File: src/rtl/user_stream_seq_pkg.sv
// Shared types and constants for the OBI streamer job sequencer.
package user_stream_seq_pkg;

  // Default number of cycles allowed in WAIT/FLUSH before a job is failed.
  localparam int unsigned DefaultTimeoutCycles = 256;

  // Sequencer states; busy is simply "not IDLE".
  typedef enum logic [2:0] {
    ST_IDLE  = 3'd0,
    ST_ISSUE = 3'd1,
    ST_WAIT  = 3'd2,
    ST_HOLD  = 3'd3,
    ST_DONE  = 3'd4,
    ST_FLUSH = 3'd5
  } state_t;

endpackage

File: src/rtl/user_stream_seq.sv
// Job sequencer for the OBI pixel streamer: issues one read per word at
// base + k*stride, buffers each returned word and hands it to the compute
// side over valid/ready. Adds word counting, timeout and abort with flush.

`ifndef FF
// Register with asynchronous active-low reset on clk_i/rst_ni.
`define FF(q_sig, d_sig, rst_val) \
  always_ff @(posedge clk_i or negedge rst_ni) begin \
    if (!rst_ni) q_sig <= (rst_val); \
    else         q_sig <= (d_sig); \
  end
`endif

module user_stream_seq
  import user_stream_seq_pkg::*;
#(
  parameter int unsigned AddrWidth     = 32,
  parameter int unsigned DataWidth     = 32,
  parameter int unsigned CntWidth      = 16,
  parameter int unsigned TimeoutCycles = DefaultTimeoutCycles
) (
  input  logic                 clk_i,
  input  logic                 rst_ni,
  // job control
  input  logic                 start_i,
  input  logic                 abort_i,
  input  logic [AddrWidth-1:0] base_addr_i,
  input  logic [AddrWidth-1:0] stride_i,
  input  logic [CntWidth-1:0]  num_words_i,
  output logic                 busy_o,
  output logic                 done_o,
  output logic                 err_o,
  output logic [CntWidth-1:0]  words_done_o,
  // streamer side
  output logic                 strm_req_o,
  output logic                 strm_we_o,
  output logic [AddrWidth-1:0] strm_addr_o,
  input  logic [DataWidth-1:0] strm_rdata_i,
  input  logic                 strm_valid_i,
  // compute side
  output logic [DataWidth-1:0] pix_o,
  output logic                 pix_valid_o,
  input  logic                 pix_ready_i
);

  // The timeout counter only has to reach TimeoutCycles-1.
  localparam int unsigned TmoWidth = (TimeoutCycles > 1) ? $clog2(TimeoutCycles) : 1;
  localparam logic [TmoWidth-1:0] TmoLast = TmoWidth'(TimeoutCycles - 1);

  state_t                 state_q,  state_d;
  logic [AddrWidth-1:0]   addr_q,   addr_d;
  logic [AddrWidth-1:0]   stride_q, stride_d;
  logic [CntWidth-1:0]    num_q,    num_d;
  logic [CntWidth-1:0]    words_q,  words_d;
  logic [TmoWidth-1:0]    tmo_q,    tmo_d;
  logic [DataWidth-1:0]   pix_q,    pix_d;
  logic                   err_q,    err_d;

  // Next-state and datapath updates for the job sequencer.
  always_comb begin
    // NOTE: every signal gets a default first so no branch can leave one
    // unassigned, which would otherwise infer a latch.
    state_d  = state_q;
    addr_d   = addr_q;
    stride_d = stride_q;
    num_d    = num_q;
    words_d  = words_q;
    tmo_d    = tmo_q;
    pix_d    = pix_q;
    err_d    = err_q;

    unique case (state_q)
      ST_IDLE: begin
        if (start_i) begin
          addr_d   = base_addr_i;
          stride_d = stride_i;
          num_d    = num_words_i;
          words_d  = '0;
          err_d    = 1'b0;
          state_d  = (num_words_i == '0) ? ST_DONE : ST_ISSUE;
        end
      end

      ST_ISSUE: begin
        // The request pulse is already out, so an abort must still flush it.
        tmo_d   = '0;
        state_d = abort_i ? ST_FLUSH : ST_WAIT;
      end

      ST_WAIT: begin
        if (abort_i && strm_valid_i) begin
          state_d = ST_IDLE;
        end else if (strm_valid_i) begin
          pix_d   = strm_rdata_i;
          words_d = words_q + CntWidth'(1);
          addr_d  = addr_q + stride_q;
          state_d = ST_HOLD;
        end else if (tmo_q == TmoLast) begin
          err_d   = 1'b1;
          state_d = ST_IDLE;
        end else begin
          tmo_d   = tmo_q + TmoWidth'(1);
          state_d = abort_i ? ST_FLUSH : ST_WAIT;
        end
      end

      ST_HOLD: begin
        if (abort_i) begin
          state_d = ST_IDLE;
        end else if (pix_ready_i) begin
          state_d = (words_q == num_q) ? ST_DONE : ST_ISSUE;
        end
      end

      ST_DONE: begin
        state_d = ST_IDLE;
      end

      ST_FLUSH: begin
        if (strm_valid_i) begin
          state_d = ST_IDLE;
        end else if (tmo_q == TmoLast) begin
          err_d   = 1'b1;
          state_d = ST_IDLE;
        end else begin
          tmo_d = tmo_q + TmoWidth'(1);
        end
      end

      default: begin
        state_d = ST_IDLE;
      end
    endcase
  end

  // State register.
  always_ff @(posedge clk_i or negedge rst_ni) begin
    // NOTE: sequential state uses non-blocking assignments so every register
    // samples its next value at the same edge regardless of statement order.
    if (!rst_ni) state_q <= ST_IDLE;
    else         state_q <= state_d;
  end

  // Job registers: address, config, counters, pixel buffer and error flag.
  `FF(addr_q,   addr_d,   '0)
  `FF(stride_q, stride_d, '0)
  `FF(num_q,    num_d,    '0)
  `FF(words_q,  words_d,  '0)
  `FF(tmo_q,    tmo_d,    '0)
  `FF(pix_q,    pix_d,    '0)
  `FF(err_q,    err_d,    1'b0)

  assign busy_o       = (state_q != ST_IDLE);
  assign done_o       = (state_q == ST_DONE);
  assign err_o        = err_q;
  assign words_done_o = words_q;
  assign strm_req_o   = (state_q == ST_ISSUE);
  assign strm_we_o    = 1'b0;
  assign strm_addr_o  = addr_q;
  assign pix_o        = pix_q;
  assign pix_valid_o  = (state_q == ST_HOLD);

endmodule

File: config.mk
export PLATFORM = sky130hd
export DESIGN_NAME = user_stream_seq
export DESIGN_NICKNAME = d
export VERILOG_FILES = /design/src/rtl/user_stream_seq_pkg.sv /design/src/rtl/user_stream_seq.sv
export SDC_FILE = /design/constraint.sdc
export NUM_CORES = 1
export LEC_CHECK = 0
export BUFFER_PORTS_ARGS = -buffer_cell sky130_fd_sc_hd__buf_2
export CORE_MARGIN = 3
export CORE_UTILIZATION = 53
export DETAILED_ROUTE_END_ITERATION = 10
export GPL_TIMING_DRIVEN = 0
export HOLD_SLACK_MARGIN = 0.15
export PLACE_DENSITY = 0.88
export SYNTH_ARGS = -nofsm -noshare
export SYNTH_HDL_FRONTEND = slang
export SYNTH_SLANG_ARGS = --single-unit
File: constraint.sdc
create_clock -name clk_i -period 3.66 [get_ports clk_i]
set_clock_uncertainty 0.1 [all_clocks]
set_input_delay 0 -clock clk_i [delete_from_list [all_inputs] [get_ports clk_i]]
set_output_delay 0 -clock clk_i [all_outputs]
set_load 0.005 [all_outputs]
Word level (Yosys, flattened, before mapping)
Cells that the tools add are included.
{"block": "totals", "regBits": 140, "latch_bits": 0, "ramBits": 0, "mem_bits_ro": 0, "inputBits": 118, "out_inout_bits": 86, "elab_cells": 66, "n_memories": 0}
{"block": "op_classes", "add_sub_neg": 3, "mul": 0, "n_div": 0, "order_cmp": 0, "n_eq_ne": 12, "shift": 0, "n_mux": 29, "n_bitwise": 1, "reduce_logical": 13}
{"operator": "32-bit two-way mux", "count": 3}
{"operator": "32-bit one-hot mux with 2 select lines", "count": 1}
{"operator": "16-bit two-way mux", "count": 3}
{"operator": "3-bit two-way mux", "count": 11}
{"operator": "32-bit adder", "count": 1}
{"operator": "16-bit one-hot mux with 2 select lines", "count": 1}
{"operator": "8-bit two-way mux", "count": 3}
{"operator": "8-bit one-hot mux with 3 select lines", "count": 1}
{"operator": "16-bit by 1-bit adder with 16-bit output (second input constant)", "count": 1}
{"operator": "16-bit equality test", "count": 1}
{"operator": "16-bit logical NOT", "count": 1}
{"operator": "3-bit one-hot mux with 5 select lines", "count": 1}
{"operator": "3-bit AND reduction", "count": 3}
{"operator": "3-bit nonzero test", "count": 3}
{"operator": "8-bit by 1-bit adder with 8-bit output (second input constant)", "count": 1}
{"operator": "8-bit equality test (second input constant)", "count": 1}
{"operator": "3-bit by 2-bit equality test with 1-bit output (second input constant)", "count": 2}
{"operator": "3-bit equality test (second input constant)", "count": 2}
{"operator": "2-bit != test (second input constant)", "count": 3}
{"operator": "1-bit two-way mux", "count": 4}
{"operator": "2-bit AND reduction", "count": 2}
{"operator": "4-bit AND reduction", "count": 1}
{"operator": "3-bit by 1-bit equality test with 1-bit output (second input constant)", "count": 1}
{"operator": "3-bit logical NOT", "count": 1}
{"operator": "other kinds (6)", "count": 6}

Longest topological paths before layout
Gate-level depths: netlist of the first run.
{"block": "depth", "word_depth": 5, "ltp_mapped": 11, "depth_no_buf": 11}

Worst setup path before layout of the first run
Ideal clock, no wire load.
{"block": "synth_timing", "kind": "reg-to-reg", "startpoint": "register addr_q[0] (netlist: strm_addr_o[0])", "endpoint": "register addr_q[30] (netlist: strm_addr_o[30])", "setup_time_ns": 0.082, "arrival_ns": 2.841, "required_ns": 3.478, "path_slack_ns": 0.638, "stages_incl_launch_ff": 12, "n_path_buf": 0, "period_less_slack_ns": 3.022, "cell_sequence": "dfrtp_1 ha_1 fa_1 a211oi_2 o21bai_1 a211oi_4 o2111ai_2 a21oi_1 o21a_2 nor3b_1 or4_1 a31oi_1"}
{"block": "synth_between", "elab_chain_len": 4}
{"element": "start: declaration", "line": "user_stream_seq.sv:51", "source": "logic [AddrWidth-1:0] addr_q, addr_d;"}
{"element": "32-bit adder", "line": "user_stream_seq.sv:96", "source": "addr_d = addr_q + stride_q;"}
{"element": "32-bit two-way mux", "line": "user_stream_seq.sv:93", "source": "end else if (strm_valid_i) begin"}
{"element": "32-bit two-way mux", "line": "user_stream_seq.sv:91", "source": "if (abort_i && strm_valid_i) begin"}
{"element": "32-bit one-hot mux with 2 select lines", "line": "user_stream_seq.sv:72", "source": "unique case (state_q)"}
Every way passes these cells. The select of a mux whose other input is x is not followed.
A chain may end at the register's enable or synchronous reset.

Final worst setup path of the first run
Same ends and word-level chain as after synthesis.

==> results of run 1 <==
[worst min-delay path by stage]
stage / from / to / slack [ns]
2_1_floorplan: rst_ni / err_o$_DFFE_PN0P_ / -0.40
3_3_place_gp: strm_rdata_i[26] / pix_o[26]$_DFFE_PN0P_ / 0.13
3_5_place_dp: rst_ni / stride_q[15]$_DFFE_PN0P_ / -0.11
4_1_cts: stride_i[21] / stride_q[21]$_DFFE_PN0P_ / 0.23
5_1_grt: strm_rdata_i[5] / pix_o[5]$_DFFE_PN0P_ / 0.24
6_report: stride_i[22] / stride_q[22]$_DFFE_PN0P_ / 0.24
[power by group]
part           internal, W  switching [W]  total [W]
combinational      0.00229        0.00286    0.00515
sequential         0.00220       0.000493    0.00269
clock              0.00108       0.000664    0.00174
[cells by family (layout without fill, tap and decap cells)]
kind of cell	after synthesis	count (layout)	share of synthesized area (%)
buf+inv	46	404	2.309
fa+ha+maj	34	34	5.666
mux	80	80	11.79
compound gates	185	185	14.18
flops	140	140	45.85
simple gates	219	219	13.97
other cells	1	3	0.04908
xor+xnor	54	54	6.190
[layout make-up]
type / instances / area [sq um]
multi-input cells: 573 / 3961
flip-flops and latches: 140 / 3503
fillers: 904 / 3224
repair buffers: 327 / 2303
clock buffers: 18 / 439.2
well taps: 180 / 225.2
clock inverters: 13 / 150.1
plain buffers: 35 / 135.1
inverters: 11 / 41.29
diodes: 2 / 5.005
[Yosys cell counts (6+ instances only)]
master      n  area, sq um
nand3_1    16        80.08
ha_1       33        412.9
mux2_2     80        900.9
xor2_1     36        315.3
or3_1       6        37.54
a211oi_1    7        52.55
and3_1     13        81.33
o21ai_0    59        295.3
nand2_1    60        225.2
inv_1      11        41.29
nor2_1     61        229.0
xnor2_1    18        157.7
nand4_1    10        62.56
o21bai_1    7        52.55
nor4_1     11        68.82
a21o_1     11        82.58
nor3_1     10        50.05
nand2b_1    6        37.54
dfrtp_1   140         3503
clkbuf_1   30        112.6
a31oi_1     7        43.79
a21oi_1    70        350.3
[worst max-delay path, delay by kind of cell (launching register included)]
family                     cells  cell delay (ns)
adders and majority gates      2             0.72
DFF                            1             0.42
and+or+nand+nor                2             0.57
AOI/OAI and AO/OA              7             1.51
[layer usage]
metal / part of all wire (%) / vias up / global-route usage (%)
li1: - / 3408 / -
met1: 38 / 3638 / 37.36
met2: 50 / 416 / 53.33
met3: 7.3 / 126 / 7.125
met4: 5.6 / 0 / 18.36
met5: 0 / - / 0
[sequential cells by signal, indices dropped and copies added (netlist names)]
| name | count |
|---|---|
| tmo_q | 8 |
| err_o | 1 |
| num_q | 16 |
| stride_q | 32 |
| pix_o | 32 |
| state_q | 3 |
| strm_addr_o | 32 |
| words_done_o | 16 |
[metrics by stage]
stage / cell area, sq um / util, % / worst slack, ns
finish: 10760 / 76.95 / 0.2695
global route: 10760 / 76.95 / 0.05839
CTS: 10760 / 76.91 / 0.2955
detailed placement: 8911 / 63.70 / 0.3284
global placement: 8877 / 63.46 / 0.3453
floorplan: 7641 / - / 0.6375
==> flow_summary.json, run 1 <==
{
  "status": "complete, no violations",
  "syn_area_per_cell_sq_um": 10.07,
  "postCtsSetupBuffers": 0,
  "numCtsBuffers": 17,
  "path_max_fanout": 4,
  "crit_path_cell_trace": "ha_1, fa_1, a211oi_2, o21bai_1, a211oi_4, o2111ai_2, a21oi_1, o21a_2, nor3b_1, or4_1, a31oi_1",
  "cts_tree": "yes",
  "io_pins": 204,
  "cp-endpoint": "strm_addr_o[30]$_DFFE_PN0P_",
  "final_common_cell": "buf_2",
  "reg2reg_slack_ns": 0.27,
  "crit_path_max_incr_delay_ns": 0.50,
  "die-area_sq_um": 15890,
  "synthCells": 759,
  "root_buffer": "clkbuf_16",
  "hold_depth": 3,
  "cp-end-kind": "flop",
  "fmax_ghz": 0.2949,
  "max_slew_margin_pct": 50.62,
  "dp.cells": 1142,
  "peakVddDrop_mv": 0.5806,
  "viasPerCell": 5.841,
  "grt_antenna_before_repair": 2,
  "clock_path_buffers": 2,
  "htree_levels": 4,
  "yosysSeqAreaShare_pct": 45.85,
  "drt_iter0_drc": 549,
  "totalWireLength_um": 25090,
  "holdBufCountCts": 124,
  "start_util_pct": 54.62,
  "track_usage_pct": 31.72,
  "drc": 0,
  "syn_area_sq_um": 7641,
  "gp_congestion": 0.9063,
  "ff2ff_path_depth": 11,
  "final.setup.tns_ns": 0,
  "cts.sinks": 140,
  "path_clk_slew_ns": 0.06,
  "grt_start_max_net_pins": 86,
  "io_buffers": 202,
  "final_cell_mix": "buf_2 (201), dfrtp_1 (140), dlygate4sd3_1 (123), mux2_2 (80), a21oi_1 (70)",
  "startpoint_type": "flop",
  "setup_viol": 0,
  "power_w": 0.009579,
  "synth_fp_nets": 911,
  "worstSetupPathType": "flop to flop",
  "power_density_nw_per_um2": 889.9,
  "vias": 7588,
  "clk_latency_ns": 0.42,
  "instances_no_fill": 1299,
  "slowest_stage": "or4_1",
  "synth_edf_count": 0,
  "crit_start": "strm_addr_o[0]$_DFFE_PN0P_",
  "slew_violations": 0,
  "power_leakage_nw": 5.092,
  "first_global_vias": 7900,
  "synth_cell_type_count": 53,
  "worst_pin_slew_ns": 0.7380,
  "ant_nets": 0,
  "dr.pass1.iters": 5,
  "hp-class": "input pin to flop",
  "hold_viol_final": 0,
  "arrival_ns": 3.63,
  "rows": 43,
  "ys_ff_latch": 140,
  "r2r-end": "strm_addr_o[30]$_DFFE_PN0P_",
  "core_area_sq_um": 13990,
  "ys_warn_count": 0,
  "area_growth_pct": 40.87,
  "grt_pass1_wl_um": 39980,
  "finalCritPeriodShare_pct": 92.64,
  "fp.dieW_um": 126.1,
  "whs_ns": 0.2404,
  "wl_per_cell_um": 19.32,
  "overflow": 0,
  "crit_required_ns": 3.90,
  "die_y_um": 126.1,
  "synthFlopType": "dfrtp_1",
  "maxCapViolCount": 0,
  "dpl.hpwl_um": 15740,
  "r2r-start": "strm_addr_o[0]$_DFFE_PN0P_",
  "drive_gt1_share_pct": 29.10,
  "ctsResizeCount": 0,
  "finish.net_count": 1257,
  "finalCriticalPeriod_ns": 3.390,
  "rsz0062_at_grt": "no",
  "async_flop_share_pct": 100.0
}
No activity file was read; power rests on OpenSTA's default activity.
==> run 2: changes to the inputs <==
- ABC_AREA: default -> 1
- CORE_UTILIZATION: 53 -> 55
- PLACE_DENSITY: 0.88 -> 0.89
==> run 2 against run 1 <==
  * Via count increased by 25%
  * Non-clock buffer count decreased by 7
  * Highest routed layer unchanged
  * Cell area increased by 12%
  * Utilization increased by 0.61 points
  * Sequential cell count unchanged
  * Synthesized cell count increased by 61%
  * Die area increased by 11%
==> flow_summary.json, run 2 <==
{
  "status": "complete, no violations",
  "drive_gt1_share_pct": 18.77,
  "synth_top_family_by_area": "simple AND/OR/NAND/NOR gates",
  "muxShareOfSynthArea_pct": 5.161,
  "fp.dieW_um": 133.0,
  "postCtsSetupBuffers": 0,
  "power_leakage_nw": 6.564,
  "r2r-start": "strm_addr_o[0]$_DFFE_PN0P_",
  "whs_ns": 0.1933,
  "synth_compound_area_share_pct": 6.247,
  "crit_path_cell_trace": "ha_1, fa_1, nand3_1, nand3_1, nand2_1, nand2_1, nand2_1, nand2_1, nand2_1, nand2_1, nand2_1, nand3_1, nand2_1, nand2_1",
  "worstHoldStart": "stride_i[9]",
  "rsz0062_at_grt": "no",
  "htree_levels": 4,
  "synth_fp_nets": 1376,
  "ctsResizeCount": 0,
  "cp-end-kind": "flop",
  "synthMostInstantiatedCell": "nand2_1",
  "dr.pass1.iters": 7,
  "arrival_ns": 2.82,
  "crit_top_cell": "nand2_1",
  "finalCritPeriodShare_pct": 71.02,
  "finalCriticalPeriod_ns": 2.599,
  "setup_viol": 0,
  "syn_area_per_cell_sq_um": 7.249,
  "viasPerCell": 5.306,
  "maxCapViolCount": 0,
  "grt_antenna_before_repair": 0,
  "slew_violations": 0,
  "power_w": 0.01052,
  "clk_latency_ns": 0.44,
  "crit_path_max_incr_delay_ns": 0.48,
  "grt_start_max_net_pins": 77,
  "final_common_cell": "nand2_1",
  "die_y_um": 133.0,
  "synthFlopType": "dfrtp_1",
  "wl_per_cell_um": 16.38,
  "hp-class": "input pin to flop",
  "core_area_sq_um": 15480,
  "start_util_pct": 57.30,
  "cts_tree": "yes",
  "io_buffers": 202,
  "synthXorXnorAreaFrac_pct": 3.258,
  "finish.net_count": 1721,
  "ant_nets": 0,
  "totalWireLength_um": 29370,
  "hold_depth": 4,
  "holdBufCountCts": 123,
  "drc": 0,
  "worstSetupPathType": "flop to flop",
  "die-area_sq_um": 17690,
  "io_pins": 204,
  "final_cell_mix": "nand2_1 (452), buf_2 (208), inv_1 (163), dfrtp_1 (140), dlygate4sd3_1 (122)",
  "root_buffer": "clkbuf_16",
  "rows": 45,
  "drt_iter0_drc": 776,
  "yosys.area_share.simple_pct": 32.11,
  "ys_warn_count": 0,
  "final.setup.tns_ns": 0,
  "fmax_ghz": 0.3847,
  "ys_ff_latch": 140,
  "max_slew_margin_pct": 46.90,
  "hold_viol_final": 0,
  "path_clk_slew_ns": 0.07,
  "n_fill_cell": 1052,
  "clock_path_buffers": 2,
  "path_max_fanout": 4,
  "power_density_nw_per_um2": 876.4,
  "crit_required_ns": 3.88,
  "ff2ff_path_depth": 14,
  "slowest_stage": "fa_1",
  "yosys.area_share.adder_pct": 4.879,
  "async_flop_share_pct": 100.0,
  "startpoint_type": "flop",
  "ys_top_cells_by_count": "nand2_1 (452), inv_1 (163), dfrtp_1 (140), nor2_1 (106), nand3_1 (61)",
  "synth.top_cells.by_area": "dfrtp_1 (39%), nand2_1 (19%), inv_1 (6.9%)",
  "vias": 9514,
  "overflow": 0,
  "cts.sinks": 140,
  "netlist.area_leader.share_pct": 39.49,
  "yosysSeqAreaShare_pct": 39.49,
  "grt_pass1_wl_um": 47520,
  "synth_edf_count": 0,
  "peakVddDrop_mv": 0.5105,
  "gp_congestion": 0.9654,
  "track_usage_pct": 33.37,
  "syn_area_sq_um": 8872,
  "first_global_vias": 9602,
  "area_growth_pct": 35.35,
  "synthCells": 1224,
  "synth_cell_type_count": 46,
  "worst_pin_slew_ns": 0.7964,
  "numCtsBuffers": 17,
  "dpl.hpwl_um": 19240,
  "crit_start": "strm_addr_o[0]$_DFFE_PN0P_",
  "synth_largest_area_cell": "dfrtp_1",
  "antennaDiodeCount": 0
}
[run 2: worst max-delay path: cells and delay by family (launching register included)]
family | cells | cell delay (ns)
adder cells (fa/ha/maj) | 2 | 0.73
AND/OR/NAND/NOR | 12 | 1.24
flip-flops | 1 | 0.40
[run 2: worst paths after layout]
path | end | slack, ns
setup reg to reg | strm_addr_o[30]$_DFFE_PN0P_ | 1.06
hold / removal | stride_q[9]$_DFFE_PN0P_ | 0.19
min in group asynchronous | strm_addr_o[1]$_DFFE_PN0P_ | 0.59
max in group asynchronous | stride_q[19]$_DFFE_PN0P_ | 2.53
setup / recovery | strm_addr_o[30]$_DFFE_PN0P_ | 1.06
hold reg to reg | stride_q[10]$_DFFE_PN0P_ | 0.39
[run 2: report_power, final]
part | switching (W) | leakage, nW | internal (W) | total (W)
sequential | 0.000516 | 1.75 | 0.00220 | 0.00271
combinational | 0.00379 | 4.54 | 0.00229 | 0.00608
clock | 0.000771 | 0.276 | 0.000964 | 0.00173
[run 2: metal layers]
| layer | GRT usage, % | part of all wire, % | vias to the layer above |
|---|---|---|---|
| li1 | - | - | 4533 |
| met1 | 41.09 | 39 | 4349 |
| met2 | 57.14 | 49 | 510 |
| met3 | 6.882 | 8.0 | 122 |
| met4 | 13.68 | 4.1 | 0 |
| met5 | 0 | 0 | - |
[run 2: metrics by stage]
step | setup slack (ns) | instances | utilization, % | instance area (sq um)
final | 1.061 | 1793 | 77.56 | 12010
after global routing | 0.8899 | 1793 | 77.56 | 12010
after CTS | 1.161 | 1793 | 77.56 | 12010
after detailed placement | 1.211 | 1638 | 65.75 | 10180
after global placement | 0.5314 | 1637 | 65.54 | 10150
after floorplan | 1.603 | 1224 | - | 8872
[run 2: cells by family after synthesis]
| logic type | Yosys count |
|---|---|
| AO/OA/AOI/OAI | 104 |
| flip-flops | 140 |
| multiplexers | 32 |
| buffers and inverters | 197 |
| AND/OR/NAND/NOR | 683 |
| XOR/XNOR | 33 |
| other | 1 |
| adder cells (fa/ha/maj) | 34 |
[run 2: layout make-up]
type / count / area, sq um / area share, %
clock inverter: 14 / 150.1 / 1.250
buffer: 29 / 151.4 / 1.261
tap: 211 / 264.0 / 2.198
multi-input combinational: 887 / 4587 / 38.20
timing repair buffer: 326 / 2293 / 19.10
sequential: 140 / 3503 / 29.17
inverter: 168 / 630.6 / 5.251
clock buffer: 18 / 429.2 / 3.574
==> run 3: changes to the inputs <==
- ABC_AREA: 1 -> 0
- CORE_UTILIZATION: 55 -> 48
- PLACE_DENSITY: 0.89 -> 0.85
- clock period: 3.66 -> 2.11 ns (I/O delays scaled with it)
==> run 3 against run 2 <==
  * The flow now finishes with violations (negative setup slack)
  * First-iteration DRC count decreased by 23%
  * Die area down 1.3%
  * Critical path type unchanged
  * Wire length down 6.7%
  * Hold slack improved by 0.051 ns
  * Clock power is 66% higher
  * Clock-buffer cell count is 1 lower
  * Fmax is 16% lower
  * Critical path depth down 3
==> flow_summary.json, run 3 (synthesis results as in run 1) <==
{
  "status": "complete, but fails checks",
  "violations": "negative setup slack",
  "dpl.hpwl_um": 15820,
  "clk_latency_ns": 0.43,
  "core_area_sq_um": 15370,
  "finalCritPeriodShare_pct": 147.0,
  "totalWireLength_um": 27390,
  "grt_antenna_before_repair": 0,
  "cp-end-kind": "flop",
  "grt_start_max_net_pins": 84,
  "wl_per_cell_um": 20.02,
  "viasPerCell": 5.790,
  "drt_iter0_drc": 594,
  "fin_ws_ns": -0.9924,
  "maxCapViolCount": 0,
  "area_growth_pct": 53.56,
  "clock_path_buffers": 2,
  "fp.dieW_um": 132.2,
  "slew_violations": 0,
  "startpoint_type": "flop",
  "io_pins": 204,
  "die_y_um": 132.2,
  "fmax_ghz": 0.3223,
  "hold_viol_final": 0,
  "dp.cells": 1173,
  "worst_pin_slew_ns": 0.6565,
  "worstSetupPathType": "flop to flop",
  "cts.sinks": 140,
  "drc": 0,
  "hp-class": "input pin to flop",
  "power_leakage_nw": 5.455,
  "final_common_cell": "buf_2",
  "root_buffer": "clkbuf_16",
  "io_buffers": 202,
  "numCtsBuffers": 17,
  "htree_levels": 4,
  "finish.net_count": 1295,
  "max_slew_margin_pct": 56.23,
  "crit_required_ns": 2.36,
  "cts_tree": "yes",
  "drive_gt1_share_pct": 42.30,
  "grt_pass1_wl_um": 41710,
  "instances_no_fill": 1368,
  "final_core_util_pct": 76.34,
  "setup_viol": 35,
  "arrival_ns": 3.35,
  "final.setup.tns_ns": -14.56,
  "preCtsSetupSlack_ns": -1.066,
  "ant_nets": 0,
  "rsz0062_at_grt": "yes",
  "path_clk_slew_ns": 0.07,
  "gp_congestion": 0.9319,
  "finalCriticalPeriod_ns": 3.102,
  "die-area_sq_um": 17470,
  "overflow": 0,
  "start_util_pct": 49.71,
  "final_cell_mix": "buf_2 (202), dfrtp_1 (137), dlygate4sd3_1 (118), mux2_2 (80), nor2_1 (57)",
  "peakVddDrop_mv": 1.060,
  "track_usage_pct": 29.85,
  "dr.pass1.iters": 5,
  "first_global_vias": 8102,
  "power_density_nw_per_um2": 1657,
  "vias": 7921,
  "path_max_fanout": 2,
  "rows": 45
}
==> run 3: report_power, final <==
part	total [W]	internal, W	switching [W]
sequential	0.00475	0.00381	0.000938
clock	0.00287	0.00154	0.00133
combinational	0.0118	0.00559	0.00622
total	0.0194	0.0110	0.00849
==> run 3: final timing paths <==
| kind | from | endpoint | slack [ns] | depth (start not counted) |
|---|---|---|---|---|
| hold reg to reg | pix_o[13]$_DFFE_PN0P_ | pix_o[13]$_DFFE_PN0P_ | 0.41 | 1 |
| min in group asynchronous | rst_ni | strm_addr_o[21]$_DFFE_PN0P_ | 0.54 | 3 |
| max in group asynchronous | rst_ni | state_q[0]$_DFFE_PN0P_ | 0.57 | 4 |
| hold / removal | strm_rdata_i[31] | pix_o[31]$_DFFE_PN0P_ | 0.24 | 3 |
| setup / recovery | strm_addr_o[0]$_DFFE_PN0P_ | strm_addr_o[30]$_DFFE_PN0P_ | -0.99 | 11 |
| setup reg to reg | strm_addr_o[0]$_DFFE_PN0P_ | strm_addr_o[30]$_DFFE_PN0P_ | -0.99 | 11 |
==> run 3: layout make-up <==
class                           instances  area, sq um
Antenna cell                            1        2.502
Buffer                                 32        207.7
Clock buffer                           17        425.4
Clock inverter                         15        128.9
Fill cell                             937         3637
Inverter                               11        41.29
Multi-Input combinational cell        573         4524
Sequential cell                       140         3507
Tap cell                              211        264.0
Timing Repair Buffer                  368         2633
==> run 3: stage by stage <==
step | hold WS [ns] | instance area [sq um] | power (W)
global placement | 0.1305 | 9002 | 0.01277
floorplan | -0.3956 | 7727 | 0.01058
CTS | 0.2234 | 11270 | 0.01737
detailed placement | -0.09685 | 9036 | 0.01305
finish | 0.2447 | 11730 | 0.01944
global route | 0.2423 | 11730 | 0.02047
==> run 3: what timing repair did <==
action / CTS / global route
gates resized for setup: 98 / 99
pin swaps: 35 / 64
hold buffers: 118 / 0
setup buffers: 30 / 17
endpoints found under the hold margin: 256 / 0
endpoints found under the setup margin: 135 / 94
==> run 3: critical path: stages (launching register included) <==
cell and delay [ns]:
dfrtp_1 0.41, ha_4 0.18, fa_2 0.36, a211oi_2 0.25, o21bai_2 0.12, a211oi_4 0.32
o2111ai_2 0.19, a21oi_2 0.22, o21a_2 0.15, nor3b_1 0.06, or4_1 0.49, a31oi_1 0.18
==> run 3: routing by layer <==
layer	up-vias	part of all wire, %	track usage, %
met1	3845	38	35.23
met5	-	0	0
met3	116	7.1	7.481
met4	0	4.5	12.36
met2	470	51	52.05
li1	3490	-	-
